### src/rtl/fib_pkg.sv
// fib_pkg: shared widths and enums for the FIB tree walker
package fib_pkg;
    localparam int WORD_SIZE_DEF    = 16;
    localparam int POINTER_SIZE_DEF = 16;
    typedef enum logic [1:0] {IDLE, FETCH, COMPARE, RESP} walk_state_t;
    typedef enum logic [1:0] {CMP_EQ, CMP_LT, CMP_GT} cmp_result_t;
endpackage

### src/rtl/fib_key_compare.sv
// fib_key_compare: unsigned three-way compare of search key against node word
module fib_key_compare import fib_pkg::*; #(
    parameter int W = WORD_SIZE_DEF
) (
    input  logic [W-1:0] key,
    input  logic [W-1:0] word,
    output cmp_result_t  result
);
    assign result = (key == word) ? CMP_EQ : (key < word) ? CMP_LT : CMP_GT;
endmodule

### src/rtl/fib_tree_walker.sv
// fib_tree_walker: BST lookup over FIB node storage; FIB_WALK_STATS_EN adds saturating stat counters
module fib_tree_walker import fib_pkg::*; #(
    parameter int WORD_SIZE = WORD_SIZE_DEF,
    parameter int POINTER_SIZE = POINTER_SIZE_DEF,
    parameter int MAX_DEPTH = 16,
    localparam int DEPTH_W = $clog2(MAX_DEPTH + 1)
) (
    input  logic                    clk_in,
    input  logic                    rst_in,
    input  logic                    req_valid_in,
    output logic                    req_ready_out,
    input  logic [WORD_SIZE-1:0]    key_in,
    input  logic [POINTER_SIZE-1:0] root_pointer_in,
    output logic                    node_rd_en_out,
    output logic [POINTER_SIZE-1:0] node_addr_out,
    input  logic [WORD_SIZE-1:0]    node_data_word_in,
    input  logic [POINTER_SIZE-1:0] node_left_pointer_in,
    input  logic [POINTER_SIZE-1:0] node_right_pointer_in,
    input  logic                    node_valid_bit_in,
    input  logic                    node_left_valid_bit_in,
    input  logic                    node_right_valid_bit_in,
    output logic                    resp_valid_out,
    input  logic                    resp_ready_in,
    output logic                    resp_hit_out,
    output logic                    resp_abort_out,
    output logic [POINTER_SIZE-1:0] resp_pointer_out,
    output logic [DEPTH_W-1:0]      resp_depth_out
`ifdef FIB_WALK_STATS_EN
    ,
    output logic [31:0]             stat_lookups_out,
    output logic [31:0]             stat_hits_out,
    output logic [31:0]             stat_aborts_out
`endif
);
    walk_state_t              state;
    cmp_result_t              cmp;
    logic [WORD_SIZE-1:0]     key;
    logic [POINTER_SIZE-1:0]  cur_ptr;
    logic [DEPTH_W-1:0]       depth;
    logic                     is_hit;
    logic                     descend;
    logic [POINTER_SIZE-1:0]  next_ptr;

    fib_key_compare #(.W(WORD_SIZE)) u_cmp (
        .key    (key),
        .word   (node_data_word_in),
        .result (cmp)
    );

    assign req_ready_out = !rst_in && state == IDLE;
    assign is_hit = node_valid_bit_in && cmp == CMP_EQ;
    assign descend = node_valid_bit_in && (cmp == CMP_LT ? node_left_valid_bit_in :
                                           cmp == CMP_GT ? node_right_valid_bit_in : 1'b0);
    assign next_ptr = cmp == CMP_LT ? node_left_pointer_in : node_right_pointer_in;

    // Strobe and address are registered on entry to FETCH so the read is sampled on FETCH's exit edge
    always_ff @(posedge clk_in) begin
        if (rst_in) begin
            state            <= IDLE;
            key              <= '0;
            cur_ptr          <= '0;
            depth            <= '0;
            node_rd_en_out   <= 1'b0;
            node_addr_out    <= '0;
            resp_valid_out   <= 1'b0;
            resp_hit_out     <= 1'b0;
            resp_abort_out   <= 1'b0;
            resp_pointer_out <= '0;
            resp_depth_out   <= '0;
`ifdef FIB_WALK_STATS_EN
            stat_lookups_out <= '0;
            stat_hits_out    <= '0;
            stat_aborts_out  <= '0;
`endif
        end else begin
            case (state)
                IDLE: if (req_valid_in) begin
                    key            <= key_in;
                    cur_ptr        <= root_pointer_in;
                    depth          <= '0;
                    node_rd_en_out <= 1'b1;
                    node_addr_out  <= root_pointer_in;
                    state          <= FETCH;
                end
                FETCH: begin
                    node_rd_en_out <= 1'b0;
                    depth          <= depth + DEPTH_W'(1);
                    state          <= COMPARE;
                end
                COMPARE: if (descend && depth != DEPTH_W'(MAX_DEPTH)) begin
                    cur_ptr        <= next_ptr;
                    node_rd_en_out <= 1'b1;
                    node_addr_out  <= next_ptr;
                    state          <= FETCH;
                end else begin
                    resp_valid_out   <= 1'b1;
                    resp_hit_out     <= is_hit;
                    resp_abort_out   <= descend;
                    resp_pointer_out <= cur_ptr;
                    resp_depth_out   <= depth;
                    state            <= RESP;
                end
                RESP: if (resp_ready_in) begin
                    resp_valid_out <= 1'b0;
                    state          <= IDLE;
`ifdef FIB_WALK_STATS_EN
                    if (~&stat_lookups_out) stat_lookups_out <= stat_lookups_out + 32'd1;
                    if (resp_hit_out && ~&stat_hits_out) stat_hits_out <= stat_hits_out + 32'd1;
                    if (resp_abort_out && ~&stat_aborts_out) stat_aborts_out <= stat_aborts_out + 32'd1;
`endif
                end
                default: state <= IDLE;
            endcase
        end
    end
endmodule
### config.mk
export PLATFORM = sky130hd
export DESIGN_NAME = fib_tree_walker
export DESIGN_NICKNAME = d
export VERILOG_FILES = /design/src/rtl/fib_pkg.sv /design/src/rtl/fib_key_compare.sv /design/src/rtl/fib_tree_walker.sv
export SDC_FILE = /design/constraint.sdc
export NUM_CORES = 1
export LEC_CHECK = 0
export ABC_AREA = 1
export CAP_MARGIN = 40
export CORE_MARGIN = 2
export CORE_UTILIZATION = 40
export CTS_CLUSTER_DIAMETER = 80
export CTS_CLUSTER_SIZE = 28
export DETAILED_ROUTE_END_ITERATION = 10
export PLACE_DENSITY = 0.79
export SLEW_MARGIN = 10
export SYNTH_ARGS = -nofsm -noshare
export SYNTH_HDL_FRONTEND = slang
export SYNTH_SLANG_ARGS = --single-unit
### constraint.sdc
create_clock -name clk_in -period 2.29 [get_ports clk_in]
set_clock_uncertainty 0.15 [all_clocks]
set_input_delay 0.687 -clock clk_in [delete_from_list [all_inputs] [get_ports clk_in]]
set_output_delay 0.687 -clock clk_in [all_outputs]
set_load 0.02 [all_outputs]
# Word-level counts from Yosys, hierarchy flattened
# Cells that the tools add are included.
[op_classes] addsub=1 order_cmp=1 eq_ne=11 mux=20 bitwise_logic=1 reduce_logical=18
[ops] op="$mux W16" n=3
[ops] op="$pmux W16 S2" n=1
[ops] op="$eq A16 B16 Y1" n=1
[ops] op="$lt A16 B16 Y1" n=1
[ops] op="$mux W2" n=5
[ops] op="$pmux W5 S2" n=1
[ops] op="$reduce_and A3 Y1" n=3
[ops] op="$ne A2 B2 Y1 const B" n=4
[ops] op="$pmux W2 S4" n=1
[ops] op="$reduce_and A2 Y1" n=4
[ops] op="$eq A2 B2 Y1 const B" n=3
[ops] op="$mux W1" n=6
[ops] op="$reduce_bool A2 Y1" n=3
[ops] op="$add A5 B1 Y5 const B" n=1
[ops] op="$mux W5" n=1
[ops] op="$ne A5 B5 Y1 const B" n=1
[ops] op="$eq A2 B1 Y1 const B" n=2
[ops] op="$logic_and A1 B1 Y1" n=4
[ops] op="$logic_not A2 Y1" n=2
[ops] op="$pmux W1 S3" n=1
[ops] op="$reduce_bool A3 Y1" n=1
[ops] op="$pmux W1 S2" n=1
[ops] op="$logic_not A1 Y1" n=1
[ops] op="$not A1 Y1" n=1
[totals] regBits=64 in_bits=87 out_inout_bits=42

# Depth between registers and ports, before layout
[logic_depth] word_depth=10 mapped_depth=18 mapped_depth_nobuf=17

# Cells and area by module
# Synthesis repeated with hierarchy kept, for this count alone.
[unflattened] hier_cells=501 hier_area_um2=3465.8
[by_module_without_submodules] module="fib_tree_walker" n_inst=1 cells_per_inst=427 area_each_um2=3027.9 seq_area_each_um2=1281.2
[by_module_without_submodules] module="fib_key_compare" n_inst=1 cells_per_inst=74 area_each_um2=437.9 seq_area_each_um2=0.0

# Worst setup path before layout
# Ideal clock, no wire load.
[synth_path] path_kind="input port to output port" start="in rst_in" end="out req_ready_out" arrival_time_ns=1.602 setup_slack_ns=-0.149 stages=3 cell_sequence="clkbuf_1 > buf_1 > nor2_1"
[synth_between] elab_chain_len=2
[synth_rtl] item="start: declaration" line_no="fib_tree_walker.sv:9" text="input logic rst_in,"
[synth_rtl] item="$logic_not A1 Y1" line_no="fib_tree_walker.sv:50" text="assign req_ready_out = !rst_in && state == IDLE;"
[synth_rtl] item="$logic_and A1 B1 Y1" line_no="fib_tree_walker.sv:50"
[synth_rtl] item="end: declaration" line_no="fib_tree_walker.sv:11" text="output logic req_ready_out,"
# No other way between the ends.

# Worst setup path in the final report
[layout_path] start="in node_data_word_in[15]" end="reg cur_ptr[7]"
[layout_between] elab_chain_len=10 word_cells_on_any_way=15 cone_classes="order compare: 1; eq/ne: 4; mux: 7; reduce/logical: 3"
[layout_rtl] item="start: declaration" line_no="fib_tree_walker.sv:16" text="input logic [WORD_SIZE-1:0] node_data_word_in,"
[layout_rtl] item="$lt A16 B16 Y1" line_no="fib_key_compare.sv:9" text="assign result = (key == word) ? CMP_EQ : (key < word) ? CMP_LT : CMP_GT;"
[layout_rtl] item="$mux W2" line_no="fib_key_compare.sv:9"
[layout_rtl] item="$mux W2 *" line_no="fib_key_compare.sv:9"
[layout_rtl] item="$eq A2 B2 Y1" line_no="fib_tree_walker.sv:53" text="cmp == CMP_GT ? node_right_valid_bit_in : 1'b0);"
[layout_rtl] item="$mux W1" line_no="fib_tree_walker.sv:53"
[layout_rtl] item="$mux W1" line_no="fib_tree_walker.sv:52" text="assign descend = node_valid_bit_in && (cmp == CMP_LT ? node_left_valid_bit_in :"
[layout_rtl] item="$logic_and A1 B1 Y1" line_no="fib_tree_walker.sv:52"
[layout_rtl] item="$logic_and A1 B1 Y1" line_no="fib_tree_walker.sv:90" text="COMPARE: if (descend && depth != DEPTH_W'(MAX_DEPTH)) begin"
[layout_rtl] item="$ne A2 B2 Y1 (no line)"
[layout_rtl] item="$reduce_and A3 Y1 (no line)"
[layout_rtl] item="end signal: assignment" line_no="fib_tree_walker.sv:79" text="cur_ptr <= root_pointer_in;"
[layout_rtl] item="end signal: assignment" line_no="fib_tree_walker.sv:91" text="cur_ptr <= next_ptr;"
[layout_rtl] item="end: declaration" line_no="fib_tree_walker.sv:38" text="logic [POINTER_SIZE-1:0] cur_ptr;"
# Every way passes the cells marked *; elsewhere a longest branch is shown, timed or not. The select of a mux whose other input is x is not followed.
# A chain may end at the register's enable or synchronous reset.

==> impl_results.md <==
* Status: finished with violations
* Failing checks: setup timing
* Crit path from: node_data_word_in[15]
* Primary FF master, synth: dfxtp_1
* Commonest cells post-synth: nand2_1, nor2_1, inv_1
* Core area at 8593 sq um
* # rows at 34
* Power Dens Cells at 626.8 nW/um^2
* Worst min path class: register to register
* Post-DR wirelength/cell at 13.50 um
* Slew Limit Headroom at 0.4077
* Setup crit end kind: register
* Cell taking the most area after synthesis: dfxtp_1
* Final instance area at 5769 sq um
* Top cell type's share of synthesized area at 0.3672
* Layout Nets at 752
* Synth warn at 0
* CP peak stage delay at 0.21 ns
* Chain of cells forming the critical path: buf_6 -> inv_2 -> ha_4 -> nand2_4 -> nor2_4 -> a21boi_4 -> nor2_4 -> nand2_2 -> nand2_2 -> nand3_2 -> nand2_4 -> nand3_4 -> buf_12 -> nor2_1 -> nor2_1
* Starting density of the core at 0.4061
* CTS H-tree lvls at 3
* Top delay family on crit path: simple AND/OR/NAND/NOR gates
* Final period demand of the worst path at 2.308 ns
* Global route total overflow at 0
* Cell count after synthesis at 509
* Cts bufs inserted at 9
* Peak VDD IR at 0.0003387 V
* Reg2reg end: cur_ptr[7]
* Clk sinks at 64
* Maximum clock path buffer count at 2
* DRC at 0
* Final worst setup slack at -0.01841 ns
* Layout area overhead at 65.33%
* Critical path data arrival time at 2.40 ns
* Die X at 97.40 um
* Register area share after synthesis at 0.3672
* Initial antenna violation count at 0
* Total GRT Usage at 0.2143
* Setup TNS at -0.01841 ns
* First-pass iteration count of the detailed router at 4
* Asr flop ratio synth at 0
* CTS tree: done
* Post-DP HPWL at 7.148 mm
* Worst Tran Pin Value at 0.8875 ns
* Area contributors post-synth: dfxtp_1, nand2_1, nor2_1, inv_1, ha_1
* Hold_buf cts at 0
* Gpl congestion at 0.8176
* Die height at 97.40 um
* Final ANT Viol Nets at 0
* Post-synth EDFFs at 0
* CP Capture Point: cur_ptr[7]
* Vias per cell at 4.732
* Global-route wire length before repair at 16.49 mm
* Max Cap Viol at 0
* Number of synthesized register bits at 64
* Final hold slack at 0.3173 ns
* WP buf/inv at 3
* Syn nets at 614
* Final setup viols at 1
* Final slew viol count at 0
* RSZ-0062 raised after global routing: yes
* Stages on the worst setup path at 15
* R2R setup slack at 0.05 ns
* Syn Area/Cell at 6.856 sq um
* Largest net degree at the start of global routing at 33
* Die area at 9487 sq um
* Share of cells above drive strength 1 at 0.3067
* Critical path fanouts, max at 7
* Port-buffer cells at 128
* R2R cell count at 13
* Cell variety after synth at 27
* Vias in the first global route at 3,587
* Placed Area at 5090 sq um
* Final Power at 3.616 mW
* Final hold viol count at 0
* Post-Route Utilization at 0.6714
* # IOs at 129
* Clock root cell: clkbuf_8
* Fin crit share at 1.008
* Mapped cell area at 3490 sq um
* CP Launch Type: input port
* ANT cells at 0
* Reg2Reg Launch Point: key[15]
* Via Count at 3,596
* Setup Crit Path Kind: input port to register
* Standby leakage power at 2.526 nW
* First DRT Iteration DRCs at 136
* Fmax at 433.2 MHz
* Most instantiated library cell after synthesis: nand2_1
* Slowest-stage cell, CP: ha_4
* Worst path required time at 2.38 ns
* CTS clock-pin slew for the worst setup and hold paths at 0.07 ns
* Final WL at 10.26 mm
* Clk Latency, worst-skew pair at 0.34 ns
## cell families (layout without fill, tap and decap cells)
group                    after synthesis  in the layout  synth area share
buffers and inverters                 99            242            0.1280
AO/OA/AOI/OAI                         91             91            0.1535
flip-flops                            64             64            0.3672
adder cells (fa/ha/maj)               18             18           0.06454
AND/OR/NAND/NOR                      237            237            0.2868
## cells in the final DEF (no fill, tap or decap), types with 3 or more instances in the layout
master             n
o21ai_2            4
inv_1             59
buf_4              8
clkbuf_2           6
clkbuf_1           3
nand2_4           14
nand2_1           82
ha_4              13
buf_6              7
o21ai_1            4
buf_2              6
nor2_4             6
a21oi_2           20
nor2_2            12
dfxtp_1           64
nand2_2           48
nor2_1            63
buf_12             4
inv_2             12
nand3_2            5
o21ai_0           31
clkdlybuf4s50_1  110
ha_1               3
a21oi_1           26
clkbuf_8          11
buf_8              3
## layer usage
layer,vias up,part of all wire,GRT usage
met5,-,0,0
met2,136,0.49,0.3660
met1,1598,0.41,0.2569
met3,16,0.078,0.06547
met4,0,0.020,0.06944
li1,1846,-,-
## state kept, by name, indices dropped and copies added (netlist names)
signal / cells
cur_ptr: 16
key: 16
resp_pointer_out: 16
depth: 5
resp_depth_out: 5
state: 2
node_rd_en_out: 1
resp_abort_out: 1
resp_hit_out: 1
resp_valid_out: 1
## worst min-delay path: cells and delay by family (launching register included)
kind               cells  cell delay (ns)
AOI/OAI and AO/OA      1             0.04
and+or+nand+nor        1             0.07
DFF                    1             0.32
## repair_timing
item                                    CTS  global route
pin swaps                                35            44
buffers inserted                          2             1
gates cloned                              4             3
endpoints found under the setup margin   43            41
resized for setup                       102            77
## power breakdown
group / internal, mW / switching, mW / leakage, nW
logic: 0.644 / 0.671 / 1.90
clock network: 0.564 / 0.422 / 0.0969
registers: 1.22 / 0.0962 / 0.525
## worst min-delay path by stage
stage / start / to / slack, ns / cells past startpoint
finish: resp_pointer_out[6] / resp_pointer_out[6] / 0.32 / 2
global route: resp_pointer_out[6] / resp_pointer_out[6] / 0.33 / 2
CTS: resp_pointer_out[6] / resp_pointer_out[6] / 0.32 / 2
detailed placement: resp_pointer_out[6] / resp_pointer_out[6] / 0.31 / 2
global placement: resp_pointer_out[1] / resp_pointer_out[1] / 0.30 / 2
floorplan: key[0] / key[0] / 0.28 / 2
## stage by stage
step           instances  worst slack (ns)
3_3_place_gp         735           -0.6967
6_report             760          -0.01841
3_5_place_dp         735           -0.7673
4_1_cts              756           0.01144
2_1_floorplan        509          -0.01127
5_1_grt              760           -0.1559
## final cells by class
cell class                 instances  area [sq um]
timing repair buffer             150          1572
clock buffer                      14         162.7
tap                              108         135.1
sequential                        64          1281
inverter                          76         321.6
clock inverter                     2         37.54
multi-input combinational        346          2260
fill                             652          2824
Note: power is estimated with default switching activity, not from simulation.
